### src/rtl/p2s_wide.sv
// p2s_wide: W-bit word to W/L serial beats of L bits, one-word skid buffer.
// Optional trailing even-parity beat when P2S_PARITY_EN is defined.
module p2s_wide #(
    parameter int W = 8,
    parameter int L = 1
) (
    input  logic         clk,
    input  logic         rst,
    input  logic [W-1:0] par_data,
    input  logic         par_valid,
    input  logic         par_msb_first,
    output logic         par_ready,
    output logic [L-1:0] ser_data,
    output logic         ser_valid,
    output logic         ser_last,
    input  logic         ser_ready,
    output logic         busy
);

    localparam int BEATS = W / L;
`ifdef P2S_PARITY_EN
    localparam int NB = BEATS + 1;
`else
    localparam int NB = BEATS;
`endif
    localparam int CW = $clog2(NB + 1);
    localparam logic [CW-1:0] LASTC = CW'(NB - 1);

    generate
        if (W < 2 || L < 1 || (W % L) != 0) begin : g_bad_cfg
            $error("p2s_wide: W must be >= 2 and a multiple of L");
        end
    endgenerate

    typedef enum logic {IDLE, SHIFT} state_t;

    state_t        r_state;
    state_t        w_state_nxt;
    logic [W-1:0]  r_shift;
    logic [W-1:0]  r_skid;
    logic [CW-1:0] r_cnt;
    logic          r_msb;
    logic          r_skid_msb;
    logic          r_skid_full;

    logic [W-1:0]  w_ld_data;
    logic          w_ld_msb;
    logic          w_in_acc;
    logic          w_beat;
    logic          w_slot;
    logic          w_load;
    logic          w_bypass;

    assign par_ready = !r_skid_full;
    assign w_in_acc  = par_valid && par_ready;
    assign ser_valid = (r_state == SHIFT);
    assign ser_last  = ser_valid && (r_cnt == LASTC);
    assign busy      = ser_valid || r_skid_full;
    assign w_beat    = ser_valid && ser_ready;

    // Shift stage frees up when idle or when its final beat leaves this cycle.
    assign w_slot    = (r_state == IDLE) || (w_beat && ser_last);
    assign w_load    = w_slot && (r_skid_full || w_in_acc);
    assign w_bypass  = w_load && !r_skid_full;
    assign w_ld_data = r_skid_full ? r_skid     : par_data;
    assign w_ld_msb  = r_skid_full ? r_skid_msb : par_msb_first;

`ifdef P2S_PARITY_EN
    logic r_par;

    assign ser_data = (r_cnt == CW'(BEATS)) ? L'(r_par) :
                      r_msb ? r_shift[W-1 -: L] : r_shift[L-1:0];

    // Parity of the word captured as it enters the shift stage.
    always_ff @(posedge clk or posedge rst) begin
        if (rst) begin
            r_par <= 1'b0;
        end else if (w_load) begin
            r_par <= ^w_ld_data;
        end
    end
`else
    assign ser_data = r_msb ? r_shift[W-1 -: L] : r_shift[L-1:0];
`endif

    // State register.
    always_ff @(posedge clk or posedge rst) begin
        if (rst) begin
            r_state <= IDLE;
        end else begin
            r_state <= w_state_nxt;
        end
    end

    // Next state: enter SHIFT on any load, drop to IDLE when nothing follows.
    always_comb begin
        w_state_nxt = r_state;
        case (r_state)
            IDLE:    if (w_load) w_state_nxt = SHIFT;
            SHIFT:   if (w_beat && ser_last && !w_load) w_state_nxt = IDLE;
            default: w_state_nxt = IDLE;
        endcase
    end

    // Shift register, order bit and beat counter; all hold while stalled.
    always_ff @(posedge clk or posedge rst) begin
        if (rst) begin
            r_shift <= '0;
            r_msb   <= 1'b0;
            r_cnt   <= '0;
        end else if (w_load) begin
            r_shift <= w_ld_data;
            r_msb   <= w_ld_msb;
            r_cnt   <= '0;
        end else if (w_beat) begin
            r_shift <= r_msb ? (r_shift << L) : (r_shift >> L);
            r_cnt   <= r_cnt + 1'b1;
        end
    end

    // Skid buffer catches a word only when it cannot go straight to shift.
    always_ff @(posedge clk or posedge rst) begin
        if (rst) begin
            r_skid      <= '0;
            r_skid_msb  <= 1'b0;
            r_skid_full <= 1'b0;
        end else if (w_in_acc && !w_bypass) begin
            r_skid      <= par_data;
            r_skid_msb  <= par_msb_first;
            r_skid_full <= 1'b1;
        end else if (w_load && r_skid_full) begin
            r_skid_full <= 1'b0;
        end
    end

endmodule

### config.mk
export PLATFORM = sky130hd
export DESIGN_NAME = p2s_wide
export DESIGN_NICKNAME = d
export VERILOG_FILES = /design/src/rtl/p2s_wide.sv
export SDC_FILE = /design/constraint.sdc
export NUM_CORES = 1
export LEC_CHECK = 0
export ABC_AREA = 1
export CAP_MARGIN = 30
export CORE_UTILIZATION = 46
export DETAILED_ROUTE_END_ITERATION = 8
export GPL_ROUTABILITY_DRIVEN = 0
export PLACE_DENSITY = 0.83
export SYNTH_ARGS = -nofsm -noshare
export SYNTH_HDL_FRONTEND = slang
export SYNTH_SLANG_ARGS = --single-unit
### constraint.sdc
create_clock -name clk -period 1.3 [get_ports clk]
set_clock_uncertainty 0.15 [all_clocks]
set_input_delay 0.26 -clock clk [delete_from_list [all_inputs] [get_ports clk]]
set_output_delay 0.26 -clock clk [all_outputs]
set_load 0.1 [all_outputs]
Yosys cells after proc, flatten, opt, wreduce, memory -nomap -nowiden
Index checks and enable logic that the tools add are counted.
{"block": "totals", "reg_bits": 24, "in_bits": 13, "output_inout_bits": 5, "wordCells": 40}
{"block": "op_classes", "n_eq_ne": 1, "addsub": 1, "bitwise": 1, "n_reduce_logical": 17, "n_mux": 13}
{"cell": "$mux 8", "count": 4}
{"cell": "$logic_and 1x1->1", "count": 9}
{"cell": "$mux 4", "count": 2}
{"cell": "$mux 1", "count": 6}
{"cell": "$add 4x1->4 const B", "count": 1}
{"cell": "$eq 4x3->1 const B", "count": 1}
{"cell": "$reduce_bool 2->1", "count": 2}
{"cell": "$logic_not 1->1", "count": 3}
{"cell": "$logic_or 1x1->1", "count": 3}
{"cell": "$pmux 1 s2", "count": 1}
{"cell": "$not 1->1", "count": 1}

Depth between registers and ports, before layout
Gate-level depths: netlist of run 1.
{"block": "depth", "ltp_word": 9, "ltp_mapped": 8, "depth_no_buf": 8}

Least setup slack after synthesis of run 1
Ideal clock, no wire load.
{"block": "synth_path", "path_kind": "reg2out", "startpoint": "register r_state (netlist: ser_valid)", "endpoint": "output ser_last", "arrival_ns": 3.342, "slack_ns": -2.452, "n_path_buf": 0, "t_required_ns": 0.890, "stages_incl_launch_ff": 3, "path_cell_list": "dfrtp_1 -> inv_1 -> nor3_1"}
{"block": "synth_between", "elab_chain_len": 1}
{"item": "from (decl)", "line": "37", "source": "state_t r_state;"}
{"item": "from (signal assigned)", "line": "91", "source": "r_state <= w_state_nxt;"}
{"item": "$logic_and 1x1->1", "line": "57", "source": "assign ser_last = ser_valid && (r_cnt == LASTC);"}
{"item": "to (decl)", "line": "15", "source": "output logic ser_last,"}
No other way between the ends.

Worst setup path in the final report of run 1
{"block": "layout_path", "startpoint": "register r_cnt[1]", "endpoint": "output ser_last"}
{"block": "layout_between", "elab_chain_len": 2}
{"item": "from (decl)", "line": "41", "source": "logic [CW-1:0] r_cnt;"}
{"item": "from (signal assigned)", "line": "117", "source": "r_cnt <= r_cnt + 1'b1;"}
{"item": "$eq 4x3->1", "line": "57"}
{"item": "$logic_and 1x1->1", "line": "57"}
No other way between the ends.

==> impl_metrics.ini, run 1 <==
[run_status]
status = finished with violations
violations = setup timing

[grt]
antenna_found_initial = 0
grt_overflow = 0
first_global_vias = 1481
grt_pass1_wl_um = 7180
grt_max_degree = 25
grtUsageTotal_pct = 35.2

[critical_path]
path_class = reg -> out
cp-end-kind = output port
critPathMaxFanout = 2
arrival_ns = 1.53
reg2reg_depth = 10
crit_required_ns = 0.89
worstSetupStartpointType = flop

[power]
p_leak_nw = 1.05
ir_drop_uv = 1630
p_per_area_nw_per_um2 = 1810
finalPower_w = 0.00413

[placement]
numPortBuffers = 17
hpwl_um = 2120
place_area_um2 = 1690
dp.cells = 230

[yosys]
avgSynthCellArea_um2 = 7.49
yosys_warnings = 0
syn_area_um2 = 1270
ys_ff_latch = 24
synth_cells = 170
yosysUniqueCellTypes = 21
syn_nets = 184
synth_seq_area_share_pct = 47.2

[clock_tree]
tritoncts = built
cts.path.max_buffers = 2
h-tree-depth = 1
cts_hold_buf = 0
numCtsBuffers = 3
root_buffer = clkbuf_4
clkSinkCount = 24
clkSlewWorstSetupHoldPaths_ns = 0.15
insertion_delay_ns = 0.35

[cells_and_area]
nNetsFinal = 240
finish.utilization_pct = 89.7
fin_cells = 255
area_growth_pct = 79.3
drive_gt1_share_pct = 48.9
fin_area_um2 = 2280
fillers = 96
num_antenna_cells = 0

[sta]
hold_viol = 0
fmax_mhz = 516
worst_slack_ns = -0.639
slew_violations = 0
finalSetupViolCount = 29
relSlewSlack_pct = 47.6
rsz0062_at_grt = yes
fin_crit_sh_pct = 149
worst_pin_slew_ns = 0.783
final.min_clock_period_ns = 1.94

[floorplan]
core_um2 = 2540
die_h_um = 54.6
die_w_um = 54.6
die_area_um2 = 2980
rows = 18
io-pin-count = 18
initial_core_util_pct = 50.0

[drt]
met1Wirelength_um = 1930
vias_per_cell = 6.19
wl_met2_um = 2600
drt_pre_antenna_iters = 4
dr_wl_met3_um = 475
ant_nets = 0
route.detailed.wl_per_inst_um = 20.8
drc = 0
highest_layer = met4
via_count = 1578
wl_um = 5300
drtIter0Drc = 75

[run]
maxCapViolations = 0

[hold_path]
hold_class = in -> async
-- area by class of cell --
cell class | count | area [um2] | area share (%)
clock buffer | 4 | 26.3 | 1.15
sequential | 24 | 607 | 26.6
tap | 30 | 37.5 | 1.64
multi-input combinational | 125 | 967 | 42.4
timing repair buffer | 54 | 563 | 24.7
inverter | 18 | 82.6 | 3.62
-- metrics by stage --
step | setup TNS (ns) | hold WS, ns | setup slack (ns)
6_report | -15.00 | 0.0519 | -0.639
5_1_grt | -16.06 | 0.0679 | -0.681
3_5_place_dp | -7.89 | 0.325 | -0.378
3_3_place_gp | -6.99 | 0.317 | -0.321
4_1_cts | -13.19 | 0.0841 | -0.575
2_1_floorplan | -6.03 | 0.125 | -0.579
-- worst paths after layout --
check / start / endpoint / slack, ns
max: r_cnt[1] / ser_last / -0.64
min reg2reg: r_skid[4] / r_skid[4] / 0.37
min: rst / r_skid_msb / 0.05
min in group clk: par_data[4] / r_skid[4] / 0.32
max reg2reg: r_cnt[1] / r_cnt[2] / -0.60
max in group asynchronous: rst / r_msb / 0.77
-- critical path, stage by stage (launching register included) --
cell	delay, ns
dfrtp_1	0.43
ha_4	0.17
nand2_4	0.05
buf_6	0.12
nor3_4	0.20
buf_12	0.21
-- synth_stat cells --
library cell / number / area (um2)
nand2_1: 57 / 214
dfrtp_1: 24 / 601
o21ai_0: 20 / 100
inv_1: 17 / 63.8
nand3_1: 17 / 85.1
a21oi_1: 8 / 40.0
nor2_1: 8 / 30.0
buf_4: 3 / 22.5
clkbuf_1: 2 / 7.51
nand3_2: 2 / 20.0
xor2_1: 2 / 17.5
a21oi_2: 1 / 8.76
buf_2: 1 / 5.00
buf_6: 1 / 11.3
ha_1: 1 / 12.5
inv_2: 1 / 3.75
nand2_2: 1 / 6.26
nor2_2: 1 / 6.26
nor3_1: 1 / 5.00
o21ai_1: 1 / 5.00
xnor2_1: 1 / 8.76
-- report_power, final --
group | internal (W) | leakage (nW) | switching, W | total, W
registers | 0.00105 | 0.299 | 0.000328 | 0.00138
logic | 0.00101 | 0.735 | 0.00136 | 0.00236
clock network | 0.000121 | 0.0150 | 0.000261 | 0.000382
total | 0.00218 | 1.05 | 0.00195 | 0.00413
-- registers in the layout, summed over array words and instances (netlist names) --
signal       cells
r_cnt            4
ser_valid        1
r_shift          8
r_skid           8
r_skid_msb       1
r_skid_full      1
r_msb            1
-- cells in the final DEF (no fill, tap or decap), types with 10 or more instances in the layout --
master	synthesis	final
o21ai_0	20	10
nand3_4	0	11
buf_4	3	23
nand3_2	2	10
nand2_2	1	11
dfrtp_1	24	21
nand2_1	57	37
clkdlybuf4s50_1	0	12
inv_1	17	14
buf_6	1	12
-- cell families after synthesis --
kind of cell / after synthesis / share of synthesized area, %
buffers and inverters: 25 / 8.94
XOR/XNOR: 3 / 2.06
AND/OR/NAND/NOR: 87 / 28.8
AO/OA/AOI/OAI: 30 / 12.1
flip-flops: 24 / 47.2
adder cells (fa/ha/maj): 1 / 0.982
-- timing repair --
action / in CTS / in global routing
cloned: 5 / 0
gates resized for setup: 56 / 49
setup endpoints to repair: 29 / 29
buffers inserted: 13 / 5
pin swaps: 11 / 17
-- metal layers --
layer / track usage [%] / vias to the layer above
met3: 7.78 / 42
met4: 22.2 / 0
met1: 40.0 / 751
met5: 0 / -
met2: 58.8 / 124
li1: - / 661
No activity file was read; power rests on OpenSTA's default activity.
==> run 2, diff against run 1 <==
--- a/config.mk
+++ b/config.mk
@@ -8,6 +8,7 @@
 export ABC_AREA = 1
 export CAP_MARGIN = 30
 export CORE_UTILIZATION = 46
+export CTS_BUF_LIST = sky130_fd_sc_hd__clkbuf_8
 export DETAILED_ROUTE_END_ITERATION = 8
 export GPL_ROUTABILITY_DRIVEN = 0
 export PLACE_DENSITY = 0.83
==> impl_metrics.ini, run 2 (same netlist as run 1, synthesis figures left out) <==
[critical_path]
crit_required_ns = 0.89
cp-end-kind = output port
crit_path_cell_trace = ha_4, nand2_4, buf_6, nor3_4, buf_12
critPathMaxStageDelay_ns = 0.41
worstSetupStartpointType = flop
path_class = reg -> out
r2r_slack_ns = -0.34
reg2reg_depth = 9
r2r_start = r_cnt[1]
r2r_end = r_shift[7]
critPathMaxFanout = 2
arrival_ns = 1.37
crit_path_top_delay_cell = dfrtp_1

[cells_and_area]
num_antenna_cells = 0
nNetsFinal = 235
final_cell_mix = 35 x nand2_1, 21 x buf_4, 21 x dfrtp_1
reg.largest.list = r_shift x8, r_skid x8, r_cnt x4
area_growth_pct = 76.5
final_common_cell = nand2_1
drive_gt1_share_pct = 47.7

[floorplan]
initial_core_util_pct = 50.0
rows = 18
die_w_um = 54.6
die_area_um2 = 2980
die_h_um = 54.6
io-pin-count = 18
core_um2 = 2540

[clock_tree]
numCtsBuffers = 3
insertion_delay_ns = 0.28
clkSlewWorstSetupHoldPaths_ns = 0.09
h-tree-depth = 1
tritoncts = built
cts_hold_buf = 0
clkSinkCount = 24
root_buffer = clkbuf_8
cts.path.max_buffers = 2

[drt]
via_count = 1545
wl_um = 5360
ant_nets = 0
drc = 0
drtIter0Drc = 95
drt_pre_antenna_iters = 5
vias_per_cell = 6.18
route.detailed.wl_per_inst_um = 21.4

[grt]
grt_max_degree = 25
grt_overflow = 0
antenna_found_initial = 0
grtUsageTotal_pct = 35.5
grt_pass1_wl_um = 7090
first_global_vias = 1451

[hold_path]
hold_class = in -> async

[power]
pwr-share-seq_pct = 33.3
p_per_area_nw_per_um2 = 1830
switchingPower_w = 0.00189
internal_power_w = 0.00222
clkPwrFrac_pct = 11.6
p_leak_nw = 1.04
finalPower_w = 0.00411
netSwitchingFraction_pct = 46.0
ir_drop_uv = 1830
pwr-share-comb_pct = 55.1

[sta]
worst_pin_slew_ns = 0.507
fin_crit_sh_pct = 137
hold_viol = 0
fmax_mhz = 560
worst_slack_ns = -0.485
rsz0062_at_grt = yes
holdWs_ns = 0.139
final.min_clock_period_ns = 1.78
slew_violations = 0
finalSetupViolCount = 29
relSlewSlack_pct = 66.2

[placement]
hpwl_um = 2120
numPortBuffers = 17
place_ws_ns = -0.378

[run_status]
violations = setup timing
status = finished with violations

[run]
maxCapViolations = 0
## run 2: changes by cell type in the layout (fill, tap and decap cells not counted), sizes merged
cell	delta
buf	-5
clkbuf	-1
inv	+1
## run 2: metal layers
layer / global-route usage, % / up-vias / part of all wire (%)
li1: - / 646 / -
met3: 7.22 / 43 / 7.2
met2: 60.0 / 115 / 49
met5: 0 / - / 0
met1: 41.0 / 741 / 38
met4: 20.9 / 0 / 5.8
## run 2: how the worst max path moves through the flow
stage | from | to | slack [ns] | cells past startpoint
finish | r_cnt[1] | ser_last | -0.48 | 5
CTS | r_cnt[0] | ser_last | -0.50 | 5
global placement | par_valid | r_skid[0] | -0.32 | 6
detailed placement | par_valid | r_skid[2] | -0.38 | 6
floorplan | ser_valid | ser_last | -0.58 | 2
global route | r_cnt[1] | ser_last | -0.52 | 5
## run 2: power by group through the flow
stage	Sequential (W)	Combinational, W	Clock [W]
4_1_cts	0.00129	0.00184	0.000454
6_report	0.00137	0.00227	0.000478
5_1_grt	0.00138	0.00241	0.000496
2_1_floorplan	0.00122	0.00103	0
3_3_place_gp	0.00127	0.00142	0
3_5_place_dp	0.00129	0.00147	0
## run 2: through the flow
stage          TNS, ns  utilization, %  instance area [um2]  std cells
3_3_place_gp     -6.99            66.3                 1690        230
6_report         -8.78            88.3                 2250        250
4_1_cts          -9.91            81.3                 2070        251
3_5_place_dp     -7.89            66.3                 1690        230
5_1_grt         -10.30            88.3                 2250        250
2_1_floorplan    -6.03               -                 1330        170
## run 2: what timing repair did
| action | in CTS | in global routing |
|---|---|---|
| endpoints found under the setup margin | 29 | 29 |
| cloned | 5 | 0 |
| setup buffers | 12 | 0 |
| resized for setup | 58 | 40 |
| pin swaps | 15 | 9 |
## run 2: area by class of cell
type,instances,area [um2]
Fill cell,102,297
Tap cell,30,37.5
Multi-Input combinational cell,125,947
Inverter,18,80.1
Sequential cell,24,607
Clock buffer,3,41.3
Timing Repair Buffer,49,532
Clock inverter,1,3.75
## run 2: critical path, delay by kind of cell (launching register included)
kind                       cells  cell delay, ns
adders and majority gates      1            0.16
buffers and inverters          2            0.31
and+or+nand+nor                2            0.21
DFF                            1            0.41
==> run 3, diff against run 2 <==
--- a/config.mk
+++ b/config.mk
@@ -6,6 +6,7 @@
 export NUM_CORES = 1
 export LEC_CHECK = 0
 export ABC_AREA = 1
+export ABC_CLOCK_PERIOD_IN_PS = 1300
 export CAP_MARGIN = 30
 export CORE_UTILIZATION = 46
 export CTS_BUF_LIST = sky130_fd_sc_hd__clkbuf_8
==> results of run 3 <==
No change in the layout: final DEF, timing and power equal those of run 2.
